### config.mk
export PLATFORM = sky130hd
export DESIGN_NAME = load_store_unit
export DESIGN_NICKNAME = d
export VERILOG_FILES = /design/src/rtl/load_store_unit.sv
export SDC_FILE = /design/constraint.sdc
export NUM_CORES = 1
export LEC_CHECK = 0
export BUFFER_PORTS_ARGS = -buffer_cell sky130_fd_sc_hd__clkbuf_2
export CAP_MARGIN = 20
export CORE_AREA = 5 5 116 228
export CTS_CLUSTER_SIZE = 30
export DETAILED_ROUTE_END_ITERATION = 8
export DIE_AREA = 0 0 121 233
export MAX_ROUTING_LAYER = met4
export PLACE_DENSITY = 0.47
export SLEW_MARGIN = 20
export SYNTH_ARGS = -nofsm -noshare
export SYNTH_HDL_FRONTEND = slang
export SYNTH_SLANG_ARGS = --single-unit
### constraint.sdc
create_clock -name clk -period 5.55 [get_ports clk]
set_clock_uncertainty 0.15 [all_clocks]
set_input_delay 0.8325 -clock clk [delete_from_list [all_inputs] [get_ports clk]]
set_output_delay 0.8325 -clock clk [all_outputs]
set_load 0.1 [all_outputs]
### src/rtl/load_store_unit.sv
// Load/store unit: byte/half/word accesses onto a word-wide memory, sub-word stores by read-modify-write.
// Latency load 2, word store 2, sub-word store 3, error 1; req_ready only in IDLE, no response back-pressure.
module load_store_unit #(
  parameter int ADDR_W = 8
) (
  input  logic        clk,
  input  logic        reset,
  input  logic        req_valid,
  output logic        req_ready,
  input  logic        req_write,
  input  logic [1:0]  req_size,
  input  logic        req_unsigned,
  input  logic [31:0] req_addr,
  input  logic [31:0] req_wdata,
  output logic        resp_valid,
  output logic [31:0] resp_rdata,
  output logic        resp_error,
  output logic [31:0] mem_address,
  output logic [31:0] mem_write_data,
  output logic        mem_read,
  output logic        mem_write,
  input  logic [31:0] mem_read_data
);

  typedef enum logic [1:0] {IDLE, READ, WRITE, RESP} state_t;

  state_t            state, state_nxt;
  logic              write_q, uns_q, err_q;
  logic [1:0]        size_q;
  logic [ADDR_W+1:0] addr_q;
  logic [15:0]       wdata_q;
  logic [31:0]       wr_word_q, rdata_q;
  logic              accept, req_err;
  logic [7:0]        byte_sel;
  logic [15:0]       half_sel;
  logic [31:0]       load_val, merged;
  logic              unused_addr_hi;

  // Only the word-index bits reach the memory; the rest of the address is ignored.
  assign unused_addr_hi = ^req_addr[31:ADDR_W+2];

  assign accept  = (state == IDLE) && req_valid;
  assign req_err = (req_size == 2'b11) ||
                   ((req_size == 2'b01) && req_addr[0]) ||
                   ((req_size == 2'b10) && (req_addr[1:0] != 2'b00));

  always_comb begin
    state_nxt = state;
    case (state)
      IDLE: begin
        if (req_valid) begin
          if (req_err)                  state_nxt = RESP;
          else if (!req_write)          state_nxt = READ;
          else if (req_size == 2'b10)   state_nxt = WRITE;
          else                          state_nxt = READ;
        end
      end
      READ:    state_nxt = write_q ? WRITE : RESP;
      WRITE:   state_nxt = RESP;
      RESP:    state_nxt = IDLE;
      default: state_nxt = IDLE;
    endcase
  end

  always_ff @(posedge clk or posedge reset) begin
    if (reset) state <= IDLE;
    else       state <= state_nxt;
  end

  // Lane extraction for loads and lane insertion for sub-word stores.
  always_comb begin
    byte_sel = mem_read_data[{addr_q[1:0], 3'b000} +: 8];
    half_sel = mem_read_data[{addr_q[1], 4'b0000} +: 16];
    load_val = mem_read_data;
    merged   = mem_read_data;
    case (size_q)
      2'b00: begin
        load_val = uns_q ? {24'b0, byte_sel} : {{24{byte_sel[7]}}, byte_sel};
        merged[{addr_q[1:0], 3'b000} +: 8] = wdata_q[7:0];
      end
      2'b01: begin
        load_val = uns_q ? {16'b0, half_sel} : {{16{half_sel[15]}}, half_sel};
        merged[{addr_q[1], 4'b0000} +: 16] = wdata_q;
      end
      default: ;
    endcase
  end

  always_ff @(posedge clk or posedge reset) begin
    if (reset) begin
      write_q   <= 1'b0;
      uns_q     <= 1'b0;
      err_q     <= 1'b0;
      size_q    <= 2'b00;
      addr_q    <= '0;
      wdata_q   <= '0;
      wr_word_q <= '0;
      rdata_q   <= '0;
    end else begin
      if (accept) begin
        write_q   <= req_write;
        uns_q     <= req_unsigned;
        err_q     <= req_err;
        size_q    <= req_size;
        addr_q    <= req_addr[ADDR_W+1:0];
        wdata_q   <= req_wdata[15:0];
        wr_word_q <= req_wdata;
      end
      if (state == READ) begin
        rdata_q   <= load_val;
        wr_word_q <= merged;
      end
    end
  end

  assign req_ready      = (state == IDLE);
  assign mem_read       = (state == READ);
  assign mem_write      = (state == WRITE);
  assign mem_address    = {{(32-ADDR_W){1'b0}}, addr_q[ADDR_W+1:2]};
  assign mem_write_data = (state == WRITE) ? wr_word_q : 32'h0;
  assign resp_valid     = (state == RESP);
  assign resp_error     = (state == RESP) && err_q;
  assign resp_rdata     = ((state == RESP) && !err_q && !write_q) ? rdata_q : 32'h0;

endmodule

# Word level (Yosys, flattened, before mapping)
# Cells that the tools add are included.
dict set report classes {
  addsub 2
  eq_ne 8
  n_shift 6
  n_mux 16
  n_reduce_logical 14
}
# operator count
set op_table {}
lappend op_table {{32-bit 2-to-1 mux} 6}
lappend op_table {{32-bit case mux with 2 select lines} 2}
lappend op_table {{32-bit bitwise mux} 2}
lappend op_table {{16-bit by 7-bit variable shift with 32-bit output (first input constant)} 1}
lappend op_table {{8-bit by 7-bit variable shift with 32-bit output (first input constant)} 1}
lappend op_table {{16-bit by 7-bit variable part select with 32-bit output} 1}
lappend op_table {{32-bit by 6-bit variable part select with 16-bit output} 1}
lappend op_table {{32-bit by 6-bit variable part select with 8-bit output} 1}
lappend op_table {{8-bit by 7-bit variable part select with 32-bit output} 1}
lappend op_table {{5-bit negation with 7-bit output} 2}
lappend op_table {{2-bit == test (second input constant)} 4}
lappend op_table {{2-bit 2-to-1 mux} 4}
lappend op_table {{2-bit case mux with 4 select lines} 1}
lappend op_table {{2-bit by 1-bit == test with 1-bit output (second input constant)} 3}
lappend op_table {{1-bit logical AND} 6}
lappend op_table {{2-bit zero test} 2}
lappend op_table {{2-bit nonzero test} 2}
lappend op_table {{1-bit zero test} 2}
lappend op_table {{1-bit logical OR} 2}
lappend op_table {{2-bit inequality test (second input constant)} 1}
lappend op_table {{1-bit 2-to-1 mux} 1}
dict set report totals {
  reg_bits 97
  in_bits 103
  word_cells 55
}

# Depth between registers and ports, before layout
# Gate-level depths: netlist of the first run.
dict set report depth {
  depth_word 7
  depth_mapped 8
  mapped_depth_nobuf 6
}

# Worst setup path before layout of the first run
# OpenSTA, ideal clock, no wires.
dict set report synth_path {
  kind {reg2out}
  from {register state[0]}
  to {output port resp_rdata[10]}
  arrival_time_ns 2.606
  required_time_ns 4.568
  path_slack_ns 1.961
  stages_incl_launch_ff 5
  path_cell_list {dfrtp_1 -> ha_1 -> nor3b_1 -> clkbuf_1 -> and2_1}
}
dict set report synth_via {
  elab_chain_cells 4
}
# item line
set synth_lines {}
lappend synth_lines {{from (decl)} 27} ;# state_t state, state_nxt;
lappend synth_lines {{from (signal assigned)} 67} ;# else state <= state_nxt;
lappend synth_lines {{2-bit == test} n/a}
lappend synth_lines {{net resp_valid} 15} ;# output logic resp_valid,
lappend synth_lines {{1-bit logical AND (2 in a row)} 123} ;# assign resp_rdata = ((state == RESP) && !err_q && !write_q) ? rdata_q : 32'h0;
lappend synth_lines {{32-bit 2-to-1 mux} 123}
lappend synth_lines {{to (decl)} 16} ;# output logic [31:0] resp_rdata,
# The timed path passes the listed nets, and every way through them passes these cells.

# Worst setup path in the final report of the first run
dict set report layout_path {
  from {register addr_q[1]}
  to {register wr_word_q[31]}
}
dict set report layout_via {
  elab_chain_cells 5
}
# item line
set layout_lines {}
lappend layout_lines {{from (decl)} 30} ;# logic [ADDR_W+1:0] addr_q;
lappend layout_lines {{from (signal assigned)} 105} ;# addr_q <= req_addr[ADDR_W+1:0];
lappend layout_lines {{5-bit negation with 7-bit output, on equally long branches} {83, 79}}
lappend layout_lines {{16-bit by 7-bit variable part select with 32-bit output (tied with other cells)} 83} ;# merged[{addr_q[1], 4'b0000} +: 16] = wdata_q;
lappend layout_lines {{32-bit bitwise mux, on equally long branches} {83, 79}}
lappend layout_lines {{32-bit case mux with 2 select lines *} 76} ;# case (size_q)
lappend layout_lines {{32-bit 2-to-1 mux *} 109} ;# if (state == READ) begin
lappend layout_lines {{to (signal assigned)} 107} ;# wr_word_q <= req_wdata;
lappend layout_lines {{to (signal assigned)} 111} ;# wr_word_q <= merged;
lappend layout_lines {{to (decl)} 32} ;# logic [31:0] wr_word_q, rdata_q;
# Mark *: on every way between the ends. The rest lies on a longest branch, timed or not.
# A chain may end at the register's enable or synchronous reset.

==> metrics.txt, run 1 <==
# TYPE chip_impl_metric gauge
chip_impl_info{name="outcome",value="complete, no violations"} 1
chip_impl_metric{name="path_depth_of_the_worst_reg2reg_path",unit=""} 7
chip_impl_metric{name="crit_arrival",unit="ps"} 3410
chip_impl_info{name="regToRegStartpoint",value="addr_q[1]"} 1
chip_impl_info{name="synth.top_cells.by_area",value="dfrtp_1 (40%), nand2_1 (8.8%), and2_1 (6.9%)"} 1
chip_impl_metric{name="yosysTopAreaCellShare",unit="%"} 40.44
chip_impl_metric{name="power.ir.vdd_worst",unit="µV"} 358.4
chip_impl_info{name="hold_class",value="flip-flop to flip-flop"} 1
chip_impl_metric{name="drc_errors",unit=""} 0
chip_impl_info{name="ctsRootBufferMaster",value="clkbuf_16"} 1
chip_impl_metric{name="power_frac_clock",unit="%"} 12.5
chip_impl_metric{name="avgRoutedWirePerCell",unit="µm"} 19.49
chip_impl_metric{name="area_growth_syn_to_layout",unit="%"} 20.43
chip_impl_metric{name="die_area",unit="mm²"} 0.02819
chip_impl_metric{name="floorplan.initialDensity",unit="%"} 24.57
chip_impl_metric{name="hold_viol",unit=""} 0
chip_impl_metric{name="sw_share",unit="%"} 58.47
chip_impl_metric{name="hpwlAfterDp",unit="µm"} 17210
chip_impl_metric{name="finalPower",unit="µW"} 5429
chip_impl_metric{name="switching_power",unit="µW"} 3174
chip_impl_metric{name="post-place-ws",unit="ps"} 2285
chip_impl_metric{name="number_of_post_cts_setup_repair_buffers",unit=""} 0
chip_impl_metric{name="synthDistinctLibCells",unit=""} 48
chip_impl_metric{name="fp-row-count",unit=""} 81
chip_impl_metric{name="ff2ff_setup_slack",unit="ps"} 2280
chip_impl_metric{name="floorplan.die.width",unit="µm"} 121
chip_impl_metric{name="hold-path-cell-count",unit=""} 2
chip_impl_metric{name="clock.fmax",unit="MHz"} 306.1
chip_impl_metric{name="synth_seq_cells",unit=""} 97
chip_impl_info{name="timing.critical_path.to_type",value="flip-flop"} 1
chip_impl_metric{name="finalWorstPathRequiredPeriod",unit="ps"} 3267
chip_impl_metric{name="post_dp_cell_area",unit="mm²"} 0.006914
chip_impl_info{name="unrepaired_setup_endpoints_after_global_routing",value="no"} 1
chip_impl_metric{name="grt_first_pass_wirelength",unit="µm"} 34170
chip_impl_metric{name="internal-power",unit="µW"} 2254
chip_impl_metric{name="pin_count",unit=""} 204
chip_impl_metric{name="postLayoutCellArea",unit="mm²"} 0.007228
chip_impl_metric{name="clockBufferDepth",unit=""} 2
chip_impl_metric{name="postSynthAreaPerCell",unit="µm²"} 8.371
chip_impl_metric{name="setup_viol_count_final",unit=""} 0
chip_impl_metric{name="cts_htree_levels",unit=""} 3
chip_impl_metric{name="vias",unit=""} 5566
chip_impl_info{name="clock_tree_from_tritoncts",value="done"} 1
chip_impl_info{name="crit_type",value="flip-flop to flip-flop"} 1
chip_impl_info{name="hold_path_startpoint",value="rdata_q[19]"} 1
chip_impl_metric{name="worst_slew_pin_slew",unit="ps"} 897.9
chip_impl_metric{name="relSlewSlack",unit="%"} 40.14
chip_impl_metric{name="firstDrtPassIters",unit=""} 5
chip_impl_metric{name="floorplan.core_area",unit="mm²"} 0.02442
chip_impl_metric{name="cts_made_buffers",unit=""} 9
chip_impl_metric{name="grt_max_degree",unit=""} 84
chip_impl_metric{name="antenna_violations_before_repair",unit=""} 1
chip_impl_info{name="cp-start-kind",value="flip-flop"} 1
chip_impl_metric{name="drtAntennaViolNets",unit=""} 0
chip_impl_metric{name="syn_inst",unit=""} 717
chip_impl_metric{name="post_route_cells_drive_above_1_share",unit="%"} 23.66
chip_impl_metric{name="count_of_hold_buffers_inserted_by_post_cts_repair",unit=""} 0
chip_impl_metric{name="cell_area_after_technology_mapping",unit="mm²"} 0.006002
chip_impl_metric{name="report.final.slew_viol_count",unit=""} 0
chip_impl_metric{name="max_cap_violations",unit=""} 0
chip_impl_metric{name="wp_depth",unit=""} 7
chip_impl_info{name="slowest_stage",value="clkinv_1"} 1
chip_impl_metric{name="leakagePower",unit="µW"} 0.003516
chip_impl_metric{name="setup_ws",unit="ps"} 2283
chip_impl_metric{name="worstPathRequired",unit="ps"} 5690
chip_impl_metric{name="clk_transition_reported_paths",unit="ps"} 70
chip_impl_metric{name="power.combinational.fraction",unit="%"} 63.6
chip_impl_metric{name="overflow_after_grt",unit=""} 0
chip_impl_metric{name="clock_insertion_delay_worst_skew",unit="ps"} 360
chip_impl_metric{name="crit_path_max_fanout",unit=""} 46
chip_impl_metric{name="power.share.sequential",unit="%"} 23.9
chip_impl_info{name="r2r_end",value="wr_word_q[31]"} 1
chip_impl_info{name="synth.largest_area_cell",value="dfrtp_1"} 1
chip_impl_metric{name="num-nets-final",unit=""} 948
chip_impl_metric{name="tns",unit="ps"} 0
chip_impl_metric{name="critPathMaxStageDelay",unit="ps"} 510
chip_impl_metric{name="synth_sequential_area_ratio",unit="%"} 40.44
chip_impl_metric{name="clock_sink_count",unit=""} 97
chip_impl_metric{name="core_util_final",unit="%"} 29.59
chip_impl_metric{name="layout_worst_path_cycle_share",unit="%"} 58.86
chip_impl_metric{name="drt-vias-per-instance",unit=""} 4.741
chip_impl_metric{name="routabilityCongestion",unit=""} 0.8613
chip_impl_info{name="timing.critical_path.cells",value="buf_4 -> clkinv_1 -> ha_1 -> or3b_4 -> nor4_4 -> a222oi_1 -> a21oi_1"} 1
chip_impl_metric{name="drt_iter0_drc",unit=""} 282
chip_impl_metric{name="critical_path.n_buffers_inverters",unit=""} 2
chip_impl_metric{name="io_buffers",unit=""} 157
chip_impl_metric{name="drt_wl_total",unit="µm"} 22880
chip_impl_metric{name="yosys_warnings",unit=""} 0
chip_impl_metric{name="post_cts_repair_resize_count",unit=""} 0
chip_impl_metric{name="global_route.usage.total",unit="%"} 16.63
chip_impl_info{name="critPathTopFamily",value="buffers and inverters"} 1
chip_impl_metric{name="first_global_vias",unit=""} 5635
chip_impl_metric{name="die_h",unit="µm"} 233
chip_impl_metric{name="power_density_over_the_cells",unit="mW/mm²"} 751.1
chip_impl_info{name="worst_hold_path.endpoint",value="rdata_q[19]"} 1
==> worst max path at each step <==
stage	startpoint	end	slack, ps
after global routing	addr_q[1]	wr_word_q[31]	2120
after global placement	addr_q[1]	wr_word_q[31]	2320
after floorplan	state[0]	resp_rdata[10]	1960
final	addr_q[1]	wr_word_q[31]	2280
after detailed placement	addr_q[1]	wr_word_q[31]	2280
after CTS	addr_q[1]	wr_word_q[31]	2280
==> flip-flops by register name (all words and copies together), names as in the netlist <==
register,count
rdata_q,32
err_q,1
wdata_q,16
addr_q,10
state,2
uns_q,1
size_q,2
wr_word_q,32
write_q,1
==> Yosys cell counts, drive strengths merged <==
cell	count
or3b	2
mux2	7
nor3b	2
a31oi	9
a22oi	14
clkinv	1
mux2i	3
a221oi	21
and2	66
conb	1
a21oi	52
o221a	1
a211oi	1
a32oi	2
nor3	3
nand2b	17
a222oi	8
nand3b	2
a21boi	1
o31ai	1
nand3	9
o2bb2ai	1
and3	30
o221ai	8
nor4	3
o21ai	57
ha	9
nor2	12
nand2	140
nor2b	9
nand4bb	1
or2	1
o21a	1
o211ai	1
dfrtp	97
buf	50
and4b	1
clkbuf	33
o22ai	1
o32ai	9
inv	28
a21o	2
==> cell families (layout without fill, tap and decap cells) <==
kind of cell	Yosys count	after routing	share of synthesized area [%]
AND/OR/NAND/NOR	298	298	25.58
flip-flops	97	97	40.44
multiplexers	10	10	1.814
adder cells (fa/ha/maj)	9	9	1.876
other	1	25	0.06248
AO/OA/AOI/OAI	190	190	20.55
buffers and inverters	112	213	9.673
==> power groups by stage <==
| stage | registers (µW) | clock network, µW | logic (µW) |
|---|---|---|---|
| after floorplan | 1220 | 0 | 2870 |
| after global placement | 1310 | 0 | 3460 |
| after detailed placement | 1310 | 0 | 3490 |
| after CTS | 1300 | 704 | 3500 |
| after global routing | 1340 | 725 | 3720 |
| final | 1300 | 680 | 3450 |
==> final cells by class <==
cell class                 count  area [µm²]
timing repair buffer         168       868.3
inverter                      29       111.4
antenna                        1       2.502
sequential                    97        2427
clock buffer                  10       229.0
clock inverter                 6       82.58
tap                          332       415.4
multi-input combinational    531        3092
fill                        2662       17200
==> per-stage QoR <==
stage                     hold WS, ps  instances
final                           331.1       1174
after global placement          311.1       1157
after detailed placement        315.4       1157
after CTS                       335.1       1173
after floorplan                 296.4        740
after global routing            340.8       1174
==> layer usage <==
metal | GRT usage (%) | up-vias | part of all wire, %
li1 | - | 2669 | -
met1 | 17.62 | 2674 | 38
met2 | 29.57 | 187 | 54
met3 | 2.968 | 36 | 4.8
met4 | 7.908 | 0 | 3.9
met5 | - | - | 0
==> cells in the final DEF (no fill, tap or decap), drive strengths merged, types with 2 or more instances in the layout <==
cell	Yosys	routed
a222oi	8	8
a31oi	9	9
bufinv	0	2
clkinv	1	4
a21o	2	2
mux2	7	7
nand3b	2	2
ha	9	9
and3	30	30
mux2i	3	3
a32oi	2	2
nor3b	2	2
nor4	3	3
a21oi	52	52
inv	28	28
conb	1	24
and2	66	66
a221oi	21	21
or3b	2	2
clkbuf	33	167
nand3	9	9
nand2	140	140
o32ai	9	9
o21ai	57	57
nor3	3	3
nor2	12	12
a22oi	14	14
nor2b	9	9
o221ai	8	8
buf	50	11
nand2b	17	17
dfrtp	97	97
==> worst register-to-register path: stages, from the launching register on <==
cell and delay (ps):
dfrtp_1 320, buf_4 380, clkinv_1 520, ha_1 470, or3b_4 440, nor4_4 430
a222oi_1 280, a21oi_1 210
Power figures use the tool's default switching activity.
==> run 2, diff against run 1 <==
--- a/config.mk
+++ b/config.mk
@@ -5,14 +5,15 @@
 export SDC_FILE = /design/constraint.sdc
 export NUM_CORES = 1
 export LEC_CHECK = 0
+export ABC_AREA = 1
 export BUFFER_PORTS_ARGS = -buffer_cell sky130_fd_sc_hd__clkbuf_2
 export CAP_MARGIN = 20
-export CORE_AREA = 5 5 116 228
+export CORE_AREA = 5 5 123 241
 export CTS_CLUSTER_SIZE = 30
 export DETAILED_ROUTE_END_ITERATION = 8
-export DIE_AREA = 0 0 121 233
+export DIE_AREA = 0 0 128 246
 export MAX_ROUTING_LAYER = met4
-export PLACE_DENSITY = 0.47
+export PLACE_DENSITY = 0.48
 export SLEW_MARGIN = 20
 export SYNTH_ARGS = -nofsm -noshare
 export SYNTH_HDL_FRONTEND = slang
==> constraint.sdc (replaced) <==
create_clock -name clk -period 2.88 [get_ports clk]
set_clock_uncertainty 0.15 [all_clocks]
set_input_delay 0.432 -clock clk [delete_from_list [all_inputs] [get_ports clk]]
set_output_delay 0.432 -clock clk [all_outputs]
set_load 0.1 [all_outputs]
==> metrics.txt, run 2 <==
# TYPE chip_impl_metric gauge
chip_impl_metric{name="adder_cell_share_of_the_synthesized_area",unit="%"} 1.671
chip_impl_metric{name="overflow_after_grt",unit=""} 0
chip_impl_info{name="cp-start-kind",value="flip-flop"} 1
chip_impl_info{name="timing.critical_path.to_type",value="output port"} 1
chip_impl_info{name="final_cell_mix",value="nand2_1 (464), clkbuf_2 (137), inv_1 (128)"} 1
chip_impl_info{name="regToRegStartpoint",value="addr_q[0]"} 1
chip_impl_metric{name="cell_area_after_technology_mapping",unit="mm²"} 0.006740
chip_impl_metric{name="yosysTopAreaCellShare",unit="%"} 36.01
chip_impl_metric{name="worstPathRequired",unit="ps"} 2300
chip_impl_metric{name="io_buffers",unit=""} 157
chip_impl_metric{name="path_depth_of_the_worst_reg2reg_path",unit=""} 9
chip_impl_metric{name="synth_compound_gate_area_share",unit="%"} 13.55
chip_impl_metric{name="grt_max_degree",unit=""} 98
chip_impl_info{name="synth.top_cells.by_area",value="dfrtp_1 (36%), nand2_1 (26%), inv_1 (7.2%)"} 1
chip_impl_metric{name="die_area",unit="mm²"} 0.03149
chip_impl_metric{name="global_route.usage.total",unit="%"} 16.38
chip_impl_metric{name="cts_made_buffers",unit=""} 9
chip_impl_metric{name="synthDistinctLibCells",unit=""} 29
chip_impl_info{name="synth_top_cells_by_count",value="nand2_1 (465), inv_1 (129), dfrtp_1 (97)"} 1
chip_impl_metric{name="drc_errors",unit=""} 0
chip_impl_metric{name="cts_htree_levels",unit=""} 3
chip_impl_info{name="synth_top_flop_cell",value="dfrtp_1"} 1
chip_impl_metric{name="yosys_warnings",unit=""} 0
chip_impl_metric{name="area_growth_syn_to_layout",unit="%"} 24.35
chip_impl_metric{name="antenna_violations_before_repair",unit=""} 2
chip_impl_metric{name="clockBufferDepth",unit=""} 2
chip_impl_info{name="hold_class",value="input pin to asynchronous set/reset pin"} 1
chip_impl_metric{name="finalWorstPathRequiredPeriod",unit="ps"} 2716
chip_impl_metric{name="synth-edff-count",unit=""} 0
chip_impl_metric{name="asyncSetResetFlopFracSynth",unit="%"} 100.0
chip_impl_metric{name="floorplan.core_area",unit="mm²"} 0.02755
chip_impl_metric{name="minimum_hold_slack",unit="ps"} 34.90
chip_impl_info{name="post-synth-top-count-cell",value="nand2_1"} 1
chip_impl_metric{name="drt-vias-per-instance",unit=""} 4.400
chip_impl_metric{name="crit_path_max_fanout",unit=""} 19
chip_impl_metric{name="n_fill_cell",unit=""} 3201
chip_impl_metric{name="syn_inst",unit=""} 1077
chip_impl_metric{name="drt_iter0_drc",unit=""} 322
chip_impl_metric{name="tns",unit="ps"} 0
chip_impl_metric{name="firstDrtPassIters",unit=""} 5
chip_impl_info{name="crit_type",value="flip-flop to output port"} 1
chip_impl_metric{name="seqCellArea",unit="mm²"} 0.002429
chip_impl_metric{name="report.final.slew_viol_count",unit=""} 0
chip_impl_metric{name="post_route_cells_drive_above_1_share",unit="%"} 21.07
chip_impl_metric{name="postSynthAreaPerCell",unit="µm²"} 6.258
chip_impl_metric{name="hpwlAfterDp",unit="µm"} 19900
chip_impl_metric{name="synth_seq_cells",unit=""} 97
chip_impl_metric{name="first_global_vias",unit=""} 6673
chip_impl_metric{name="clock_sink_count",unit=""} 97
chip_impl_metric{name="drt_wl_total",unit="µm"} 25150
chip_impl_metric{name="num-nets-final",unit=""} 1317
chip_impl_info{name="unrepaired_setup_endpoints_after_global_routing",value="no"} 1
chip_impl_info{name="synth.largest_area_cell",value="dfrtp_1"} 1
chip_impl_metric{name="setup_viol_count_final",unit=""} 0
chip_impl_info{name="outcome",value="complete, no violations"} 1
chip_impl_info{name="final_common_cell",value="nand2_1"} 1
chip_impl_metric{name="synth_xor_area_share",unit="%"} 0
chip_impl_metric{name="max_cap_violations",unit=""} 0
chip_impl_metric{name="ff2ff_setup_slack",unit="ps"} 490
chip_impl_info{name="ctsRootBufferMaster",value="clkbuf_16"} 1
chip_impl_metric{name="die_h",unit="µm"} 246
chip_impl_metric{name="routabilityCongestion",unit=""} 0.8935
chip_impl_metric{name="floorplan.die.width",unit="µm"} 128
chip_impl_info{name="clock_tree_from_tritoncts",value="done"} 1
chip_impl_metric{name="hold_viol",unit=""} 0
chip_impl_metric{name="fp-row-count",unit=""} 86
chip_impl_metric{name="multiInputGateArea",unit="mm²"} 0.003652
chip_impl_metric{name="number_of_post_cts_setup_repair_buffers",unit=""} 0
chip_impl_metric{name="avgRoutedWirePerCell",unit="µm"} 16.08
chip_impl_metric{name="pin_count",unit=""} 204
chip_impl_metric{name="drtAntennaViolNets",unit=""} 0
chip_impl_info{name="top_regs",value="rdata_q: 32 flops, wr_word_q: 32 flops, wdata_q: 16 flops"} 1
chip_impl_metric{name="vias",unit=""} 6882
chip_impl_metric{name="clock.fmax",unit="MHz"} 368.1
chip_impl_metric{name="clock_insertion_delay_worst_skew",unit="ps"} 370
chip_impl_info{name="synth_top_family_by_area",value="simple AND/OR/NAND/NOR gates"} 1
chip_impl_metric{name="post_synth_and_or_nand_nor_area_fraction",unit="%"} 33.77
chip_impl_metric{name="synth.area.mux_share",unit="%"} 0
chip_impl_metric{name="floorplan.initialDensity",unit="%"} 24.47
chip_impl_metric{name="worst_slew_pin_slew",unit="ps"} 652.2
chip_impl_metric{name="clk_transition_reported_paths",unit="ps"} 80
chip_impl_metric{name="relSlewSlack",unit="%"} 56.52
chip_impl_metric{name="layout_worst_path_cycle_share",unit="%"} 94.32
chip_impl_metric{name="grt_first_pass_wirelength",unit="µm"} 38010
chip_impl_info{name="r2r_end",value="wr_word_q[13]"} 1
chip_impl_metric{name="crit_arrival",unit="ps"} 2130
chip_impl_metric{name="synth_sequential_area_ratio",unit="%"} 36.01
==> run 2: changes by cell type after synthesis, moves of 11 or more <==
cell | before | now
inv_1 | 28 | 129
o21ai_0 | 40 | 89
o21ai_1 | 17 | 1
nand3_1 | 9 | 20
nor2_1 | 12 | 81
a221oi_1 | 21 | 0
nand2_1 | 140 | 465
and3_1 | 30 | 0
nand2b_1 | 17 | 0
clkbuf_1 | 33 | 19
buf_2 | 14 | 30
and2_1 | 66 | 1
==> run 2: stage by stage <==
| stage | worst slack [ps] | std cells | utilization (%) | area, µm² |
|---|---|---|---|---|
| after global placement | 496.1 | 1546 | 29.34 | 8082 |
| after floorplan | 65.30 | 1100 | - | 7066 |
| after global routing | 51.86 | 1564 | 30.43 | 8382 |
| final | 163.5 | 1564 | 30.43 | 8382 |
| after detailed placement | 489.4 | 1546 | 29.34 | 8082 |
| after CTS | 66.74 | 1562 | 30.37 | 8367 |
==> run 2: worst max path at each step <==
stage	cells past startpoint	end	slack [ps]	from
floorplan	4	resp_rdata[10]	70	state[0]
global placement	5	mem_write_data[1]	500	state[0]
detailed placement	5	mem_write_data[7]	490	state[0]
CTS	5	mem_write_data[7]	70	state[0]
global route	5	resp_rdata[6]	50	state[1]
finish	5	resp_rdata[6]	160	state[1]
==> run 2: area by class of cell <==
class | count | share of cell area, %
Sequential cell | 97 | 28.97
Clock buffer | 9 | 2.687
Clock inverter | 7 | 0.7165
Tap cell | 352 | 5.255
Antenna cell | 2 | 0.05971
Inverter | 133 | 6.016
Timing Repair Buffer | 181 | 12.72
Multi-Input combinational cell | 783 | 43.57
==> run 2: per-layer routing <==
layer | vias to the layer above | wire length, µm | track usage, %
li1 | 3503 | - | -
met1 | 3113 | 9366 | 17.49
met2 | 227 | 13070 | 28.06
met3 | 39 | 1052 | 2.300
met4 | 0 | 1658 | 10.44
met5 | - | 0 | -
==> run 2: logic make-up (layout without fill, tap and decap cells) <==
group | Yosys count | after routing
adders and majority gates | 9 | 9
buffers and inverters | 220 | 330
DFF | 97 | 97
other | 1 | 26
AOI/OAI and AO/OA | 168 | 168
and+or+nand+nor | 582 | 582
==> run 2: worst max-delay path, cell delays in order (launching register included) <==
cell	delay [ps]
dfrtp_1	430
ha_2	280
nand2_4	300
buf_12	310
nor2_4	110
buf_4	300
==> run 2: timing repair <==
| item | CTS | global route |
|---|---|---|
| gates resized for setup | 0 | 1 |
| hold buffers | 0 | 0 |
| setup endpoints to repair | 0 | 4 |
Power of run 2 is not shown: default switching activity piles up to over one toggle a cycle in this logic, so the estimate is an artifact.
